<file path="src/rtl/uart_pkg.sv">
// rtl/uart_pkg.sv - shared state encodings and frame constants for the 8N1 UART
package uart_pkg;

    localparam int DEFAULT_CLKS_PER_BIT = 217;
    localparam int DATA_BITS            = 8;
    localparam int FRAME_BITS           = 10;

    typedef enum logic [1:0] {
        TX_IDLE,
        TX_START,
        TX_DATA,
        TX_STOP
    } tx_state_e;

    typedef enum logic [2:0] {
        RX_IDLE,
        RX_START,
        RX_DATA,
        RX_STOP,
        RX_WAIT_HIGH
    } rx_state_e;

endpackage

</file>
<file path="src/rtl/uart_if.sv">
// rtl/uart_if.sv - CSR-side handshake bundle between the register block and the UART core
interface uart_if;

    logic [7:0] tx_data_i;
    logic       tx_wr_i;
    logic       tx_busy_o;
    logic [7:0] rx_data_o;
    logic       rx_rd_i;
    logic       rx_not_empty_o;
    logic       rx_overrun_o;
    logic       rx_frame_err_o;

    modport slave (
        input  tx_data_i, tx_wr_i, rx_rd_i,
        output tx_busy_o, rx_data_o, rx_not_empty_o, rx_overrun_o, rx_frame_err_o
    );

    modport master (
        output tx_data_i, tx_wr_i, rx_rd_i,
        input  tx_busy_o, rx_data_o, rx_not_empty_o, rx_overrun_o, rx_frame_err_o
    );

endinterface

</file>
<file path="src/rtl/uart_rx.sv">
// rtl/uart_rx.sv - RX synchronizer, mid-bit sampling FSM; emits a byte with a one-cycle valid
module uart_rx
    import uart_pkg::*;
#(
    parameter int CLKS_PER_BIT = DEFAULT_CLKS_PER_BIT,
    parameter int CNT_W        = 16
) (
    input  logic       clk_i,
    input  logic       rst_n_i,
    input  logic       rx_i,
    output logic [7:0] byte_o,
    output logic       valid_o,
    output logic       frame_err_o
);

    localparam logic [CNT_W-1:0] BIT_LAST  = CNT_W'(CLKS_PER_BIT - 1);
    localparam logic [CNT_W-1:0] HALF_LAST = CNT_W'(CLKS_PER_BIT / 2 - 1);

    logic             sync1_q, sync2_q, prev_q;
    rx_state_e        state_q, state_d;
    logic [CNT_W-1:0] cnt_q, cnt_d;
    logic [2:0]       bit_q, bit_d;
    logic [7:0]       shreg_q, shreg_d;
    logic [7:0]       data_q, data_d;
    logic             valid_q, valid_d;
    logic             ferr_q, ferr_d;

    always_ff @(posedge clk_i or negedge rst_n_i) begin
        if (!rst_n_i) begin
            sync1_q <= 1'b1;
            sync2_q <= 1'b1;
            prev_q  <= 1'b1;
            state_q <= RX_IDLE;
            cnt_q   <= '0;
            bit_q   <= '0;
            shreg_q <= '0;
            data_q  <= '0;
            valid_q <= 1'b0;
            ferr_q  <= 1'b0;
        end else begin
            sync1_q <= rx_i;
            sync2_q <= sync1_q;
            prev_q  <= sync2_q;
            state_q <= state_d;
            cnt_q   <= cnt_d;
            bit_q   <= bit_d;
            shreg_q <= shreg_d;
            data_q  <= data_d;
            valid_q <= valid_d;
            ferr_q  <= ferr_d;
        end
    end

    always_comb begin
        state_d = state_q;
        cnt_d   = cnt_q + 1'b1;
        bit_d   = bit_q;
        shreg_d = shreg_q;
        data_d  = data_q;
        valid_d = 1'b0;
        ferr_d  = 1'b0;
        case (state_q)
            RX_IDLE: begin
                cnt_d = '0;
                if (prev_q && !sync2_q) state_d = RX_START;
            end
            RX_START: begin
                // Half-bit check rejects short low glitches and centres later samples.
                if (cnt_q == HALF_LAST) begin
                    cnt_d = '0;
                    bit_d = '0;
                    state_d = sync2_q ? RX_IDLE : RX_DATA;
                end
            end
            RX_DATA: begin
                if (cnt_q == BIT_LAST) begin
                    cnt_d   = '0;
                    shreg_d = {sync2_q, shreg_q[7:1]};
                    bit_d   = bit_q + 1'b1;
                    if (bit_q == 3'(DATA_BITS - 1)) state_d = RX_STOP;
                end
            end
            RX_STOP: begin
                if (cnt_q == BIT_LAST) begin
                    cnt_d = '0;
                    if (sync2_q) begin
                        data_d  = shreg_q;
                        valid_d = 1'b1;
                        state_d = RX_IDLE;
                    end else begin
                        ferr_d  = 1'b1;
                        state_d = RX_WAIT_HIGH;
                    end
                end
            end
            RX_WAIT_HIGH: begin
                cnt_d = '0;
                if (sync2_q) state_d = RX_IDLE;
            end
            default: state_d = RX_IDLE;
        endcase
    end

    assign byte_o      = data_q;
    assign valid_o     = valid_q;
    assign frame_err_o = ferr_q;

endmodule

</file>
<file path="src/rtl/uart_core.sv">
// rtl/uart_core.sv - 8N1 UART top: TX serializer, single-entry receive buffer with overrun
module uart_core
    import uart_pkg::*;
#(
    parameter int CLKS_PER_BIT = DEFAULT_CLKS_PER_BIT,
    parameter int CNT_W        = 16
) (
    input  logic clk_i,
    input  logic rst_n_i,
    uart_if.slave csr,
    input  logic uart_rx_i,
    output logic uart_tx_o
);

    localparam logic [CNT_W-1:0] BIT_LAST = CNT_W'(CLKS_PER_BIT - 1);

    tx_state_e        tx_state_q, tx_state_d;
    logic [CNT_W-1:0] tx_cnt_q, tx_cnt_d;
    logic [3:0]       tx_bit_q, tx_bit_d;
    logic [7:0]       tx_shreg_q, tx_shreg_d;
    logic             tx_line_q, tx_line_d;
    logic             tx_busy_q, tx_busy_d;

    logic [7:0] rx_byte;
    logic       rx_valid;
    logic       rx_ferr;
    logic [7:0] buf_data_q, buf_data_d;
    logic       buf_full_q, buf_full_d;
    logic       ovr_q, ovr_d;

    always_ff @(posedge clk_i or negedge rst_n_i) begin
        if (!rst_n_i) begin
            tx_state_q <= TX_IDLE;
            tx_cnt_q   <= '0;
            tx_bit_q   <= '0;
            tx_shreg_q <= '0;
            tx_line_q  <= 1'b1;
            tx_busy_q  <= 1'b0;
            buf_data_q <= '0;
            buf_full_q <= 1'b0;
            ovr_q      <= 1'b0;
        end else begin
            tx_state_q <= tx_state_d;
            tx_cnt_q   <= tx_cnt_d;
            tx_bit_q   <= tx_bit_d;
            tx_shreg_q <= tx_shreg_d;
            tx_line_q  <= tx_line_d;
            tx_busy_q  <= tx_busy_d;
            buf_data_q <= buf_data_d;
            buf_full_q <= buf_full_d;
            ovr_q      <= ovr_d;
        end
    end

    // tx_bit_q tracks the frame position: 0 start, 1..8 data, 9 stop.
    always_comb begin
        tx_state_d = tx_state_q;
        tx_cnt_d   = tx_cnt_q + 1'b1;
        tx_bit_d   = tx_bit_q;
        tx_shreg_d = tx_shreg_q;
        tx_line_d  = tx_line_q;
        tx_busy_d  = tx_busy_q;
        case (tx_state_q)
            TX_IDLE: begin
                tx_cnt_d  = '0;
                tx_line_d = 1'b1;
                tx_busy_d = 1'b0;
                if (csr.tx_wr_i) begin
                    tx_state_d = TX_START;
                    tx_shreg_d = csr.tx_data_i;
                    tx_bit_d   = '0;
                    tx_line_d  = 1'b0;
                    tx_busy_d  = 1'b1;
                end
            end
            TX_START: begin
                if (tx_cnt_q == BIT_LAST) begin
                    tx_cnt_d   = '0;
                    tx_bit_d   = 4'd1;
                    tx_line_d  = tx_shreg_q[0];
                    tx_state_d = TX_DATA;
                end
            end
            TX_DATA: begin
                if (tx_cnt_q == BIT_LAST) begin
                    tx_cnt_d = '0;
                    tx_bit_d = tx_bit_q + 1'b1;
                    if (tx_bit_q == 4'(DATA_BITS)) begin
                        tx_line_d  = 1'b1;
                        tx_state_d = TX_STOP;
                    end else begin
                        tx_shreg_d = tx_shreg_q >> 1;
                        tx_line_d  = tx_shreg_q[1];
                    end
                end
            end
            TX_STOP: begin
                if (tx_cnt_q == BIT_LAST && tx_bit_q == 4'(FRAME_BITS - 1)) begin
                    tx_cnt_d   = '0;
                    tx_bit_d   = '0;
                    tx_busy_d  = 1'b0;
                    tx_state_d = TX_IDLE;
                end
            end
            default: tx_state_d = TX_IDLE;
        endcase
    end

    // A pop in the delivery cycle frees the slot, so the new byte lands without overrun.
    always_comb begin
        buf_data_d = buf_data_q;
        buf_full_d = buf_full_q;
        ovr_d      = 1'b0;
        if (rx_valid) begin
            if (!buf_full_q || csr.rx_rd_i) begin
                buf_data_d = rx_byte;
                buf_full_d = 1'b1;
            end else begin
                ovr_d = 1'b1;
            end
        end else if (csr.rx_rd_i) begin
            buf_full_d = 1'b0;
        end
    end

    uart_rx #(
        .CLKS_PER_BIT(CLKS_PER_BIT),
        .CNT_W       (CNT_W)
    ) u_rx (
        .clk_i      (clk_i),
        .rst_n_i    (rst_n_i),
        .rx_i       (uart_rx_i),
        .byte_o     (rx_byte),
        .valid_o    (rx_valid),
        .frame_err_o(rx_ferr)
    );

    assign uart_tx_o          = tx_line_q;
    assign csr.tx_busy_o      = tx_busy_q;
    assign csr.rx_data_o      = buf_data_q;
    assign csr.rx_not_empty_o = buf_full_q;
    assign csr.rx_overrun_o   = ovr_q;
    assign csr.rx_frame_err_o = rx_ferr;

endmodule

</file>
<file path="src/flat_wrapper.sv">
// flat-port wrapper written by rule: the top's interface ports become plain ports
module uart_core_flat import uart_pkg::*;
#(
    parameter int CLKS_PER_BIT = DEFAULT_CLKS_PER_BIT,
    parameter int CNT_W        = 16
)
  (clk_i, rst_n_i, uart_rx_i, uart_tx_o, csr_tx_data_i, csr_tx_wr_i, csr_rx_rd_i, csr_tx_busy_o, csr_rx_data_o, csr_rx_not_empty_o, csr_rx_overrun_o, csr_rx_frame_err_o);
  uart_if csr_i ();
  input  logic clk_i;
  input  logic rst_n_i;
  input  logic uart_rx_i;
  output logic uart_tx_o;
  input wire logic [$bits(csr_i.tx_data_i)-1:0] csr_tx_data_i;
  input wire logic [$bits(csr_i.tx_wr_i)-1:0] csr_tx_wr_i;
  input wire logic [$bits(csr_i.rx_rd_i)-1:0] csr_rx_rd_i;
  output wire logic [$bits(csr_i.tx_busy_o)-1:0] csr_tx_busy_o;
  output wire logic [$bits(csr_i.rx_data_o)-1:0] csr_rx_data_o;
  output wire logic [$bits(csr_i.rx_not_empty_o)-1:0] csr_rx_not_empty_o;
  output wire logic [$bits(csr_i.rx_overrun_o)-1:0] csr_rx_overrun_o;
  output wire logic [$bits(csr_i.rx_frame_err_o)-1:0] csr_rx_frame_err_o;
  assign csr_i.tx_data_i = csr_tx_data_i;
  assign csr_i.tx_wr_i = csr_tx_wr_i;
  assign csr_i.rx_rd_i = csr_rx_rd_i;
  assign csr_tx_busy_o = csr_i.tx_busy_o;
  assign csr_rx_data_o = csr_i.rx_data_o;
  assign csr_rx_not_empty_o = csr_i.rx_not_empty_o;
  assign csr_rx_overrun_o = csr_i.rx_overrun_o;
  assign csr_rx_frame_err_o = csr_i.rx_frame_err_o;
  uart_core #(.CLKS_PER_BIT(CLKS_PER_BIT), .CNT_W(CNT_W)) u_core (.clk_i(clk_i), .rst_n_i(rst_n_i), .csr(csr_i), .uart_rx_i(uart_rx_i), .uart_tx_o(uart_tx_o));
endmodule
</file>
<file path="config.mk">
export PLATFORM = sky130hd
export DESIGN_NAME = uart_core_flat
export DESIGN_NICKNAME = d
export VERILOG_FILES = /design/src/rtl/uart_pkg.sv /design/src/rtl/uart_if.sv /design/src/rtl/uart_rx.sv /design/src/rtl/uart_core.sv /design/src/flat_wrapper.sv
export SDC_FILE = /design/constraint.sdc
export NUM_CORES = 1
export LEC_CHECK = 0
export BUFFER_PORTS_ARGS = -buffer_cell sky130_fd_sc_hd__clkbuf_2
export CORE_MARGIN = 5
export CORE_UTILIZATION = 30
export DETAILED_ROUTE_END_ITERATION = 7
export PLACE_DENSITY = 0.5
export SYNTH_ARGS = -nofsm -noshare
export SYNTH_HDL_FRONTEND = slang
export SYNTH_SLANG_ARGS = --single-unit
</file>
<file path="constraint.sdc">
create_clock -name clk_i -period 2.65 [get_ports clk_i]
set_input_delay 0.265 -clock clk_i [delete_from_list [all_inputs] [get_ports clk_i]]
set_output_delay 0.265 -clock clk_i [all_outputs]
set_load 0.01 [all_outputs]
</file>
==> implementation parameters <==
Parameter                              Value

Finish
  Most used cells in the layout excluding fill and tap cells    sky130_fd_sc_hd__dfrtp_1, sky130_fd_sc_hd__nor2_1, sky130_fd_sc_hd__mux2_2
  Number of diodes    0
  Number of nets in the layout    between 400 and 500
  Area delta synth->final    16.8%
  Most frequent standard cell in the layout excluding fill and tap cells    sky130_fd_sc_hd__dfrtp_1
  Count of fill cells added during filler insertion    ~1,300
  Layout cells sized above 1    22.4%

Logic synthesis
  Mean Syn Cell Area    11.2 µm²
  Part of the Yosys area used for sequential elements    between 50% and 60%
  Number of synthesized flops with an enable pin    0
  #FFs+latches synth    85
  Synthesis Warnings    0
  Syn Nets    between 300 and 400
  Count of cell types in the netlist    52
  Mapped Area    between 4000 and 5000 µm²
  Primary FF master, synth    sky130_fd_sc_hd__dfrtp_1
  Count of mapped cells out of synthesis    360
  Share of synthesized flip-flops with an asynchronous set or reset    100%

Routing
  Routed vias    approximately 2,600
  Drt pass-1 iters    4
  Final ANT Viol Nets    0
  Drt wl/cell    12.7 µm
  DRC violation count after routing    0
  Wire length after detailed routing    about 7.3 mm
  Mean number of vias per cell    roughly 4.5
  DRC violation total after the first TritonRoute iteration    ~150

Timing
  Relative slew margins    56.6%
  Setup-failing EPs final    0
  Maximum clock skew at final layout    0.00558 ns
  RSZ-0062 raised after global routing    no
  Transition time at the pin with the least slew margin    0.645 ns
  Hold Fails Final Rpt    0
  Sum of negative setup slack    0 ns
  Share of the clock period used by the worst path after layout    roughly four fifths
  Clock period minus final worst setup slack    about 2.1 ns
  Number of max-slew violations in the final report    0
  Min setup slack post-route    around 0.52 ns
  Timing-limited maximum frequency    ~470 MHz

CTS
  Root cell of the clock tree    sky130_fd_sc_hd__clkbuf_16
  Hold bufs inserted after CTS    2
  CTS H-tree lvls    3
  Clock edge transition at the registers on the reported setup and hold paths    0.06 ns
  CTS sink count    85
  Deepest clock path buffer count    2
  Insertion delay of the later-clocked pin in the worst-skew pair    approximately 0.34 ns
  CTS tree    yes
  Number of gates resized after CTS    0
  Post-CTS setup buffer count    0
  TritonCTS Buffers    9

Floorplan
  Number of core rows    42
  Number of ports placed on the die boundary    26
  Die outline area    ~16,000 µm²
  Width of the die    about 130 µm
  Initial core utilization    between 30% and 40%
  Total core area    between 10,000 and 15,000 µm²
  Overall die height    about 130 µm

Placement
  Placer Congestion    ~0.80
  Number of buffers added on ports    25
  Minimum setup slack after placement    0.505 ns
  Half-perimeter wire length after detailed placement    4.99 mm

GRT
  Number of global-route vias before repair    2,835
  Overall Global Routing Usage    10.2%
  Global-route wire length before repair    roughly 14 mm
  Initial antenna violation count    0
  Largest net degree at the start of global routing    86
  Global route overflow    0

Setup path
  Endpoint kind of the worst setup timing path    flip-flop
  Cell-by-cell listing of the critical path    inv_1, ha_1, nor3b_1, nand4_2, or3b_4, a22oi_2, mux2_1
  Type of the worst setup path    flip-flop to flip-flop
  Startpoint Class    flip-flop
  Top fanout value on the critical path    6
  Launch instance of the worst register-to-register path    u_core.tx_cnt_q[0]
  Arrival time of the worst setup path    around 2.4 ns
  R2R Setup Slk    slightly above 0.5 ns
  Maximum single-stage delay on the critical path    0.48 ns
  Cell with the biggest individual delay on the critical path    sky130_fd_sc_hd__or3b_4
  Required @ worst endpoint    around 2.9 ns
  Largest delay contributor family on the critical path    simple AND/OR/NAND/NOR gates
  Number of buffer and inverter instances along the worst setup path    1
  Cell count of the worst reg-to-reg path    7
  Endpoint of the most critical register-to-register path    u_core.tx_state_q[1]

Min path
  Sink of the worst hold path    u_core.csr.rx_overrun_o
  Hold path startpoint    csr_rx_rd_i
  Worst hold path depth    3
  HP Class    input port to flip-flop

Power
  Static Leak    about 2.1 nW
  Total power per unit cell area    between 800 and 900 nW/µm²
  Worst voltage drop across the vdd grid    around 360 µV

Outcome
  Status    complete, no violations

Flow run
  Reported max-cap violation count    0
[through the flow]
step	hold WS, ns	instances	instance area, µm²	utilization, %	total power, mW
after floorplan	-0.0306	360	4040	-	2.52
after global placement	0.341	559	4400	33.3	2.81
after detailed placement	0.343	559	4400	33.3	2.82
after CTS	0.208	577	4720	35.7	4.12
after global routing	0.247	577	4720	35.7	4.34
final	0.219	577	4720	35.7	4.05
[sequential cells by signal (all words and copies together), names as in the netlist, 3 cells and up]
| register | count |
|---|---|
| u_core.tx_cnt_q | 16 |
| u_core.u_rx.cnt_q | 16 |
| u_core.csr.rx_data_o | 8 |
| u_core.tx_shreg_q | 8 |
| u_core.u_rx.byte_o | 8 |
| u_core.u_rx.shreg_q | 8 |
| u_core.tx_bit_q | 4 |
| u_core.u_rx.bit_q | 3 |
| u_core.u_rx.state_q | 3 |
[synthesized netlist by cell type (4+ instances only)]
cell type,number,share of area [%]
sky130_fd_sc_hd__nor3_1,6,0.74
sky130_fd_sc_hd__ha_1,14,4.3
sky130_fd_sc_hd__nand3_1,16,2.0
sky130_fd_sc_hd__xor2_1,14,3.0
sky130_fd_sc_hd__o21ai_0,8,0.99
sky130_fd_sc_hd__mux2_2,27,7.5
sky130_fd_sc_hd__nand2_1,23,2.1
sky130_fd_sc_hd__dfrtp_1,81,50
sky130_fd_sc_hd__a21oi_1,13,1.6
sky130_fd_sc_hd__mux2i_1,7,1.7
sky130_fd_sc_hd__xnor2_1,14,3.0
sky130_fd_sc_hd__nor2_1,44,4.1
sky130_fd_sc_hd__inv_1,17,1.6
sky130_fd_sc_hd__nor2b_1,5,0.77
sky130_fd_sc_hd__a31oi_1,8,1.2
sky130_fd_sc_hd__and3_1,7,1.1
sky130_fd_sc_hd__dfstp_2,4,2.6
[kinds of logic (layout without fill, tap and decap cells)]
logic type | after synthesis | after routing | synth area share [%]
multiplexers | 35 | 35 | 9.53
buffers and inverters | 24 | 65 | 2.51
AND/OR/NAND/NOR | 128 | 128 | 16.4
AO/OA/AOI/OAI | 46 | 46 | 8.48
adder cells (fa/ha/maj) | 14 | 14 | 4.33
flip-flops | 85 | 85 | 52.7
XOR/XNOR | 28 | 28 | 6.06
[worst max path at each step]
stage | endpoint | start | cells past startpoint
after floorplan | u_core.tx_state_q[1] | u_core.tx_cnt_q[0] | 7
after detailed placement | u_core.tx_state_q[1] | u_core.tx_cnt_q[0] | 7
after CTS | u_core.tx_state_q[1] | u_core.tx_cnt_q[0] | 7
final | u_core.tx_state_q[1] | u_core.tx_cnt_q[0] | 7
after global routing | u_core.u_rx.bit_q[0] | u_core.u_rx.cnt_q[2] | 6
after global placement | u_core.u_rx.byte_o[0] | u_core.u_rx.cnt_q[8] | 5
[final cells by class]
| type | count | area (µm²) | share of cell area, % |
|---|---|---|---|
| sequential | 85 | 2130 | 45.1 |
| multi-input combinational | 251 | 1810 | 38.3 |
| clock buffer | 10 | 229 | 4.85 |
| tap | 176 | 220 | 4.66 |
| timing repair buffer | 32 | 198 | 4.18 |
| clock inverter | 6 | 71.3 | 1.51 |
| inverter | 17 | 63.8 | 1.35 |
[power by group]
| part | switching, mW | internal, mW | leakage (nW) | total (mW) |
|---|---|---|---|---|
| combinational | 0.689 | 0.466 | 0.860 | 1.15 |
| clock | 0.524 | 0.739 | 0.140 | 1.26 |
| sequential | 0.159 | 1.47 | 1.14 | 1.63 |
| total | 1.37 | 2.67 | 2.14 | 4.05 |
[worst register-to-register path, stage by stage, from the launching register on]
cell	delay, ns
sky130_fd_sc_hd__dfrtp_1	0.41
sky130_fd_sc_hd__inv_1	0.07
sky130_fd_sc_hd__ha_1	0.13
sky130_fd_sc_hd__nor3b_1	0.20
sky130_fd_sc_hd__nand4_2	0.18
sky130_fd_sc_hd__or3b_4	0.48
sky130_fd_sc_hd__a22oi_2	0.22
sky130_fd_sc_hd__mux2_1	0.33
[routing by layer]
layer  GRT usage, %  wire [µm]  vias to the layer above
met1           13.5       3700                     1262
met3           3.01        213                       10
met4           2.84         89                        0
li1               -          -                     1323
met5              0          0                        -
met2           16.2       3310                       23
(Power assumes the default switching activity.)
